### config.mk
export PLATFORM = sky130hd
export DESIGN_NAME = mux4_rr_arbiter
export DESIGN_NICKNAME = d
export VERILOG_FILES = /design/src/rtl/mux4_rr_arbiter.sv
export SDC_FILE = /design/constraint.sdc
export NUM_CORES = 1
export LEC_CHECK = 0
export CAP_MARGIN = 15
export CORE_MARGIN = 2
export CORE_UTILIZATION = 53
export DETAILED_ROUTE_END_ITERATION = 8
export GPL_ROUTABILITY_DRIVEN = 0
export PLACE_DENSITY = 0.81
export RECOVER_POWER = 100
export SKIP_LAST_GASP = 1
export SLEW_MARGIN = 20
export SYNTH_ARGS = -nofsm -noshare
export SYNTH_HDL_FRONTEND = slang
export SYNTH_SLANG_ARGS = --single-unit
### constraint.sdc
create_clock -name clk -period 2.4 [get_ports clk]
set_input_delay 0.48 -clock clk [delete_from_list [all_inputs] [get_ports clk]]
set_output_delay 0.48 -clock clk [all_outputs]
set_load 0.03 [all_outputs]
### src/rtl/mux4_rr_arbiter.sv
// Round-robin arbiter for four requesters sharing one 4-to-1 mux.
// It drives a registered one-hot grant, the mux select and a busy flag.
// Optional per-owner burst cap: define ARB_BURST_LIMIT_EN to enable it.
module mux4_rr_arbiter #(
    parameter int BURST_MAX = 8
) (
    input  logic       clk,
    input  logic       reset,
    input  logic [3:0] req,
    output logic [3:0] gnt,
    output logic [1:0] sel,
    output logic       busy
);

    typedef enum logic [0:0] {
        IDLE = 1'b0,
        OWN  = 1'b1
    } state_t;

    // Elaboration-time check of the burst cap range
    if (BURST_MAX < 2 || BURST_MAX > 255) begin : g_bad_burst_max
        $error("BURST_MAX out of range 2..255");
    end

    // Scan mask from base upward (mod 4); returns {found, index}
    function automatic logic [2:0] arb_pick(input logic [3:0] mask, input logic [1:0] base);
        logic [2:0] res;
        logic [1:0] idx;
        res = 3'b000;
        for (int i = 3; i >= 0; i--) begin
            idx = base + 2'(i);
            if (mask[idx]) begin
                res = {1'b1, idx};
            end else begin
                res = res;
            end
        end
        return res;
    endfunction

    state_t     state_r, state_s;
    logic [1:0] owner_r, owner_s;
    logic [1:0] ptr_r, ptr_s;
    logic [3:0] gnt_r, gnt_s;
    logic [1:0] sel_r, sel_s;
    logic       busy_r, busy_s;
    logic [3:0] masked_s;
    logic [2:0] pick_all_s;
    logic [2:0] pick_masked_s;

`ifdef ARB_BURST_LIMIT_EN
    localparam logic [7:0] BURST_LIM = 8'(BURST_MAX);
    logic [7:0] cnt_r, cnt_s;
`endif

    assign masked_s      = req & ~(4'b0001 << owner_r);
    assign pick_all_s    = arb_pick(req, ptr_r);
    assign pick_masked_s = arb_pick(masked_s, ptr_r);

    // Next-state, grant and pointer computation
    always_comb begin
        state_s = state_r;
        owner_s = owner_r;
        ptr_s   = ptr_r;
        gnt_s   = gnt_r;
        sel_s   = sel_r;
        busy_s  = busy_r;
`ifdef ARB_BURST_LIMIT_EN
        cnt_s   = cnt_r;
`endif
        case (state_r)
            IDLE: begin
                if (pick_all_s[2]) begin
                    state_s = OWN;
                    owner_s = pick_all_s[1:0];
                    ptr_s   = pick_all_s[1:0] + 2'd1;
                    gnt_s   = 4'b0001 << pick_all_s[1:0];
                    sel_s   = pick_all_s[1:0];
                    busy_s  = 1'b1;
`ifdef ARB_BURST_LIMIT_EN
                    cnt_s   = 8'd1;
`endif
                end else begin
                    state_s = IDLE;
                end
            end
            OWN: begin
                if (!req[owner_r]
`ifdef ARB_BURST_LIMIT_EN
                    || (cnt_r == BURST_LIM && pick_masked_s[2])
`endif
                   ) begin
                    // Release or forced rotation: hand over with no bubble if possible
                    if (pick_masked_s[2]) begin
                        owner_s = pick_masked_s[1:0];
                        ptr_s   = pick_masked_s[1:0] + 2'd1;
                        gnt_s   = 4'b0001 << pick_masked_s[1:0];
                        sel_s   = pick_masked_s[1:0];
                        busy_s  = 1'b1;
`ifdef ARB_BURST_LIMIT_EN
                        cnt_s   = 8'd1;
`endif
                    end else begin
                        state_s = IDLE;
                        gnt_s   = 4'b0000;
                        busy_s  = 1'b0;
                    end
                end else begin
`ifdef ARB_BURST_LIMIT_EN
                    if (cnt_r < BURST_LIM) begin
                        cnt_s = cnt_r + 8'd1;
                    end else begin
                        cnt_s = BURST_LIM;
                    end
`else
                    state_s = OWN;
`endif
                end
            end
            default: begin
                state_s = IDLE;
                gnt_s   = 4'b0000;
                busy_s  = 1'b0;
            end
        endcase
    end

    // State and output registers with asynchronous clear
    always_ff @(posedge clk or posedge reset) begin
        if (reset) begin
            state_r <= IDLE;
            owner_r <= 2'd0;
            ptr_r   <= 2'd0;
            gnt_r   <= 4'b0000;
            sel_r   <= 2'b00;
            busy_r  <= 1'b0;
`ifdef ARB_BURST_LIMIT_EN
            cnt_r   <= 8'd0;
`endif
        end else begin
            state_r <= state_s;
            owner_r <= owner_s;
            ptr_r   <= ptr_s;
            gnt_r   <= gnt_s;
            sel_r   <= sel_s;
            busy_r  <= busy_s;
`ifdef ARB_BURST_LIMIT_EN
            cnt_r   <= cnt_s;
`endif
        end
    end

    assign gnt  = gnt_r;
    assign sel  = sel_r;
    assign busy = busy_r;

endmodule

==> results of run 1 <==
-- area by class of cell --
class | instances | area share [%]
Timing Repair Buffer | 28 | 20.7
Tap cell | 16 | 1.78
Inverter | 6 | 2.00
Clock buffer | 3 | 2.00
Sequential cell | 10 | 22.2
Multi-Input combinational cell | 87 | 51.3
-- Yosys cell counts (all sizes together) (4+ instances only) --
master | number | area share (%)
nor3 | 4 | 2.2
dfrtp | 10 | 28
clkbuf | 4 | 1.7
a22oi | 4 | 3.3
o21ai | 9 | 5.0
a21oi | 9 | 5.0
inv | 6 | 2.5
nand2 | 6 | 2.5
nor2 | 7 | 2.9
a21boi | 4 | 3.8
nand2b | 7 | 4.9
-- worst max-delay path by stage --
stage | end
floorplan | sel[0]
global route | gnt[1]
detailed placement | ptr_r[1]
finish | gnt[0]
global placement | sel[1]
CTS | ptr_r[1]
-- metal layers --
layer,vias up,global-route usage (%)
li1,468,-
met2,37,37.7
met4,0,5.29
met5,-,0
met1,437,39.4
met3,2,8.80
-- critical path, stage by stage --
cell,delay [ps]
clkdlybuf4s50_1,610
nand2b_1,140
a22o_1,210
and4_1,200
nor4_1,370
and2_2,270
o21ai_1,90
-- power by group --
group	switching [mW]	leakage, nW	internal [mW]
Clock	0.0510	0.0138	0.0576
Sequential	0.136	0.118	0.245
Combinational	0.660	0.372	0.545
-- flip-flops by register name, indices dropped and copies added, names as in the netlist --
signal / flops
busy: 1
gnt: 4
ptr_r: 2
sel: 2
state_r: 1
-- kinds of logic (layout without fill, tap and decap cells) --
group,count (synthesis),after routing,synth area share [%]
AOI/OAI and AO/OA,47,47,35.9
xor gates and xnor gates,3,3,3.76
buffers and inverters,13,37,7.24
DFF,10,10,27.9
and+or+nand+nor,34,34,20.5
muxes,3,3,4.74
==> results.md, run 1 <==
Place:
- The total placed cells including tap cells is between 100 and 150.
- The post-detailed-placement cell area is 1120 µm².
- The wire-length estimate of the detail-placed layout is 1800 µm.
- The number of I/O port buffers is 12.
- At the placement stage, the worst setup path has a slack of -39.5 ps.

Global route:
- The first global-routing pass estimated 3920 µm of wire.
- Entering global routing, the biggest net connects 12 pins.
- The global-route total usage across every layer is 26.6%.
- The number of global-route vias before repair is 842.
- The global-route congestion overflow total is 0.
- The initial antenna violation count is 0.

Layout:
- The register area is 250 µm².
- The area used by multi-input combinational logic is ~580 µm².
- Relative to the synthesized area, the layout overhead comes to 25.2%.
- The non-filler instance count after layout is 150.
- The number of antenna diodes in the final layout is 0.
- The final-layout fill cell count is 125.
- The core utilization of the finished layout is between 70% and 80%.
- Leaving out fill and tap cells, the most frequent cell in the layout is buf_4.
- Leaving out fill and tap cells, the most frequent cells in the layout are buf_4, dfrtp_1, a21oi_1.
- The design area is 1120 µm².
- For this run, the post-layout net count is between 100 and 150.
- The share of post-route cells with drive strength above 1 is between 15 and 20%.

Route:
- The wire length on met3 is roughly 160 µm.
- The wire length the detailed router placed on met1 is about 1000 µm.
- The routed wire length on met2 is 1050 µm.
- The routed design has between 2000 and 2500 µm of wire.
- The detailed-routing iteration count for the pre-antenna-repair pass is 4.
- The number of remaining DRC errors is 0.
- In this run, the number of DRC markers left after iteration 0 of detailed routing was 39.
- The average via count per standard cell is between 6 and 7.
- Dividing the detail-routed wire length by the instance count gives about 15 µm.
- The final route contains about 940 vias.
- In this run the remaining antenna-violating nets after routing total 0.
- The detailed router used layers up to and including met4.

Logic synthesis:
- The gate count after technology mapping is 110.
- The number of synthesized flops with an enable pin is 0.
- After synthesis, flip-flops and latches occupy roughly 28% of the total area.
- In this run, synthesis produced a sequential element count of 10.
- The count of synthesis-stage warnings from yosys is 0.
- The share of flip-flops with an asynchronous set or reset is 100%.
- Counting every net in the synthesized netlist gives 116.
- The average cell area after synthesis is approximately 8.2 µm².
- Counting distinct cell types in the post-synthesis netlist gives 38.
- Among all flip-flop cells after synthesis, the most frequent one is dfrtp_1.
- The mapped netlist covers roughly 900 µm².

Clock network:
- Buffers inserted to repair hold after CTS numbered 0.
- The buffer count from post-CTS setup fixing is 0.
- The number of clock buffers added by TritonCTS is 3.
- The clock latency at the later pin of the worst-skew pair is roughly 260 ps.
- CTS built an H-tree with a depth of 1.
- In this run the deepest clock path goes through 2 buffers.
- TritonCTS built the clock tree.
- The clock-pin slew on the worst setup and hold paths is 60 ps.
- The tree built by TritonCTS fans out to 10 sinks.
- The cell sitting at the root of the clock tree is a clkbuf_4.
- The number of gates given a new drive strength after cts is 0.

Die:
- In this run the standard cell core region covers between 1500 and 2000 µm².
- The die is around 45 µm wide.
- For this configuration, the core starts out at a cell density of ~58%.
- The floorplan step defined a die boundary enclosing roughly 2000 µm².
- The count of standard-cell rows is 14.
- The vertical extent of the die is between 40 and 50 µm.
- Pin placement for this block handled 13 I/O pins.

Flow run:
- The number of max-cap violations is 0.

Power and ir drop:
- The worst vdd rail ir drop is about 800 µV.
- The total power after layout is approximately 1.7 mW.
- For this design the static power due to leakage is around 0.50 nW.
- For this design the ratio of total power to cell area is ~1500 nW/µm².

Critical path:
- The largest fanout on the critical path is 8.
- The type of origin of the critical path is an input pin.
- At the worst endpoint, the required time is between 2000 and 3000 ps.
- For the worst setup path, the data arrival time is roughly 2400 ps.
- The startpoint identified for the worst register-to-register timing path is ptr_r[0].
- The classification of the worst setup path is in -> reg.
- The number of cells traversed by the worst register-to-register path is 6.
- The worst register-to-register path has a setup slack of 210 ps.
- The critical path starts at req[0].
- The endpoint of the worst-slack reg-to-reg timing path is gnt[0].
- The endpoint type of the worst setup path is a flip-flop.

Timing:
- The final-report hold violation count is 0.
- The relative slew slack is between 60% and 70%.
- After layout, the worst path uses around 93% of the clock period.
- The final setup slack of the worst path is 161 ps.
- Setup repair after global routing left no endpoint under its margin.
- For the finished layout, the period the worst path requires is ~2200 ps.
- Between clock sinks in the finished design, the worst skew comes to roughly 6.8 ps.
- The final count of pins violating max slew was 0.
- The slew of the pin with the lowest slew margin is around 470 ps.
- Static timing analysis puts the maximum clock frequency at between 0.4 and 0.5 GHz.
- The number of failing setup endpoints in the final timing report is 0.
- The worst slack on hold paths is between 400 and 500 ps.
- Summed over all failing endpoints, the final setup total negative slack is 0 ps.

Worst hold path:
- The end of the worst hold path is busy.
- The worst hold path was traced through 2 stages.
- The type of the tightest min-delay check is reg -> reg.
- The worst min-delay path startpoint is busy.

Run status:
- The flow ran to the end, and the final reports show no timing, DRC or antenna violations.
Note: power is estimated with default switching activity, not from simulation.
==> inputs of run 2 (changes only) <==
Settings changed: ABC_CLOCK_PERIOD_IN_PS set to 2400, CTS_BUF_LIST set to sky130_fd_sc_hd__clkbuf_16.
==> results.md, run 2 (synthesis gave the netlist of run 1 again) <==
Route:
- The final route contains 964 vias.
- Dividing the detail-routed wire length by the instance count gives about 16 µm.
- After detailed routing, the number of remaining DRC violations is 0.
- The total wire length is between 2000 and 2500 µm.
- Using the TritonRoute via totals, the vias-per-cell ratio works out to between 6 and 7.
- In this run the remaining antenna-violating nets after routing total 0.
- The detailed-routing iteration count for the pre-antenna-repair pass is 4.
- For this block, the initial DRC count from the detailed router was between 40 and 50.

Global route:
- The global-route total usage across every layer is roughly 28%.
- Entering global routing, the biggest net connects 12 pins.
- The number of global-route vias before repair is approximately 860.
- The global-route wire length before repair is approximately 4100 µm.
- The initial antenna violation count was 0.
- Summed over all layers, the global routing overflow is 0.

Clock network:
- The buffer count from post-CTS setup fixing is 0.
- The root cell of the clock tree is clkbuf_16.
- CTS built an H-tree with a depth of 1.
- The number of gates given a new drive strength after cts is 0.
- At the later pin of the worst-skew pair, clock insertion delay measures roughly 230 ps.
- The number of buffers inserted by hold repair at cts is 0.
- The total CTS buffers is 3.
- The longest clock path from root to sink contains 2 buffers.
- The clock-pin slew on the worst setup and hold paths is 40 ps.
- The clock tree from TritonCTS is done.
- The CTS sink count is 10.

Die:
- During I/O placement, the number of pins put on the boundary was 13.
- The die width is roughly 45 µm.
- Row generation in the floorplan step produced 14 rows.
- The initial utilization of the core area, before any placement, comes to roughly three fifths.
- The vertical extent of the die is roughly 45 µm.
- The die covers about 2000 µm².
- After floorplanning, the core was sized to cover between 1500 and 2000 µm².

Layout:
- The number of nets at the end of the flow is around 140.
- The final-layout fill cell count is around 110.
- The number of antenna diodes is 0.
- The most common cell after layout, fill and taps aside is buf_4.
- The library cells used most frequently in the layout, excluding fill and tap cells, are buf_4, dfrtp_1, a21oi_1, dlygate4sd3_1.
- The share of post-route cells with drive strength above 1 is a little under a fifth.
- The flip-flop count of the largest register, all copies and words added is 4.
- The area added between synthesis and finish is 32.6%.
- Excluding fillers, the count of instances in the completed layout stands at 150.
- The core utilization of the finished layout is between 70% and 80%.

Critical path:
- Of all nets on the critical path, the largest fanout is 8.
- STA puts the critical path data required time at ~2500 ps.
- The slowest stage of the critical path belongs to the cell clkdlybuf4s50_1.
- Traced cell by cell, the critical path runs through clkdlybuf4s50_1 -> mux4_2 -> nor2_1 -> o41ai_2 -> buf_4 -> a311oi_1 -> a211oi_1.
- The type of origin of the critical path is an input pin.
- The logic depth of the worst path, buffers included is 7.
- The maximum cell stage delay along the critical path is around 530 ps.
- The critical path contains buffers and inverters numbering 2 combined.
- By startpoint and endpoint, the worst setup path is classified as in -> reg.
- The worst setup path is captured at a flip-flop.
- The cell class contributing the biggest share of worst-path delay is buffers and inverters.
- STA puts the critical path data arrival time at 2320 ps.
- The number of cells on the worst reg-to-reg path is 6.

Timing:
- In the finished design, the share of the clock period the worst path needs comes to between 90% and 100%.
- The number of failing setup endpoints in the final timing report is 0.
- The highest clock frequency the design can meet is ~0.45 GHz.
- The worst slack on hold paths is slightly below 500 ps.
- For the pin with the worst max-slew slack, the measured transition is 463 ps.
- The final-report hold violation count was 0.
- The relative slew slack is 69.1%.
- Setup repair after global routing left no endpoint under its margin.
- In the final timing run, aggregate negative setup slack is 0 ps.
- Between clock sinks in the finished design, the worst skew comes to around 1.9 ps.
- The final count of pins violating max slew is 0.
- The time the final worst path needs with I/O delays and setup is 2220 ps.

Power and ir drop:
- Summed over all cells, the static leakage comes to approximately 0.53 nW.
- Summing internal, switching and leakage power gives approximately 1.9 mW.
- The worst vdd rail ir drop is between 800 and 900 µV.
- The power per unit of standard cell area is approximately 1600 nW/µm².

Place:
- Input and output buffers added on the ports amount to 12.
- The sum of net half-perimeters after detailed placement is between 1500 and 2000 µm.
- After detailed placement, the design holds a cell count of approximately 150.

Run status:
- The run finished with clean final reports.

Flow run:
- The number of max-cap violations is 0.

Worst hold path:
- The worst hold path stage count is 2.
- The worst hold path belongs to the class reg -> reg.
[run 2: cell counts in the layout (fill, tap and decap cells not counted)]
Identical to the previous run, type by type.
[run 2: worst min-delay path, delay by kind of cell, from the launching register on]
family | cells | cell delay [ps]
flip-flops | 1 | 330
AND/OR/NAND/NOR | 2 | 120
[run 2: area by class of cell]
cell class | instances | area [µm²] | area share [%]
multi-input combinational | 87 | 591 | 49.6
timing repair buffer | 28 | 233 | 19.5
tap | 16 | 20.0 | 1.68
inverter | 6 | 22.5 | 1.89
clock buffer | 3 | 75.1 | 6.30
sequential | 10 | 250 | 21.0
[run 2: metrics by stage]
stage | area (µm²) | setup WS (ps)
3_5_place_dp | 1120 | -39.5
6_report | 1190 | 180
5_1_grt | 1190 | 100
2_1_floorplan | 898 | 354
3_3_place_gp | 1120 | -27.2
4_1_cts | 1190 | 144
[run 2: worst paths after layout]
| check | slack (ps) | startpoint | endpoint |
|---|---|---|---|
| worst min register to register | 480 | busy | busy |
| worst max-delay path | 180 | req[0] | ptr_r[1] |
| max in group asynchronous | 1400 | reset | ptr_r[1] |
| worst min-delay path | 480 | busy | busy |
| worst max register to register | 200 | ptr_r[0] | sel[0] |
| min in group asynchronous | 720 | reset | busy |
[run 2: routing by layer]
layer | global-route usage, % | wire length [µm] | up-vias
li1 | - | - | 466
met1 | 39.6 | 1050 | 442
met2 | 40.0 | 1130 | 49
met3 | 8.80 | 183 | 7
met4 | 7.65 | 34 | 0
met5 | 0 | 0 | -
[run 2: power breakdown]
group	total [mW]	switching, mW	internal, mW	leakage (nW)
Combinational	1.25	0.683	0.567	0.376
Clock	0.284	0.0692	0.215	0.0370
Sequential	0.386	0.140	0.246	0.118
Total	1.92	0.891	1.03	0.531
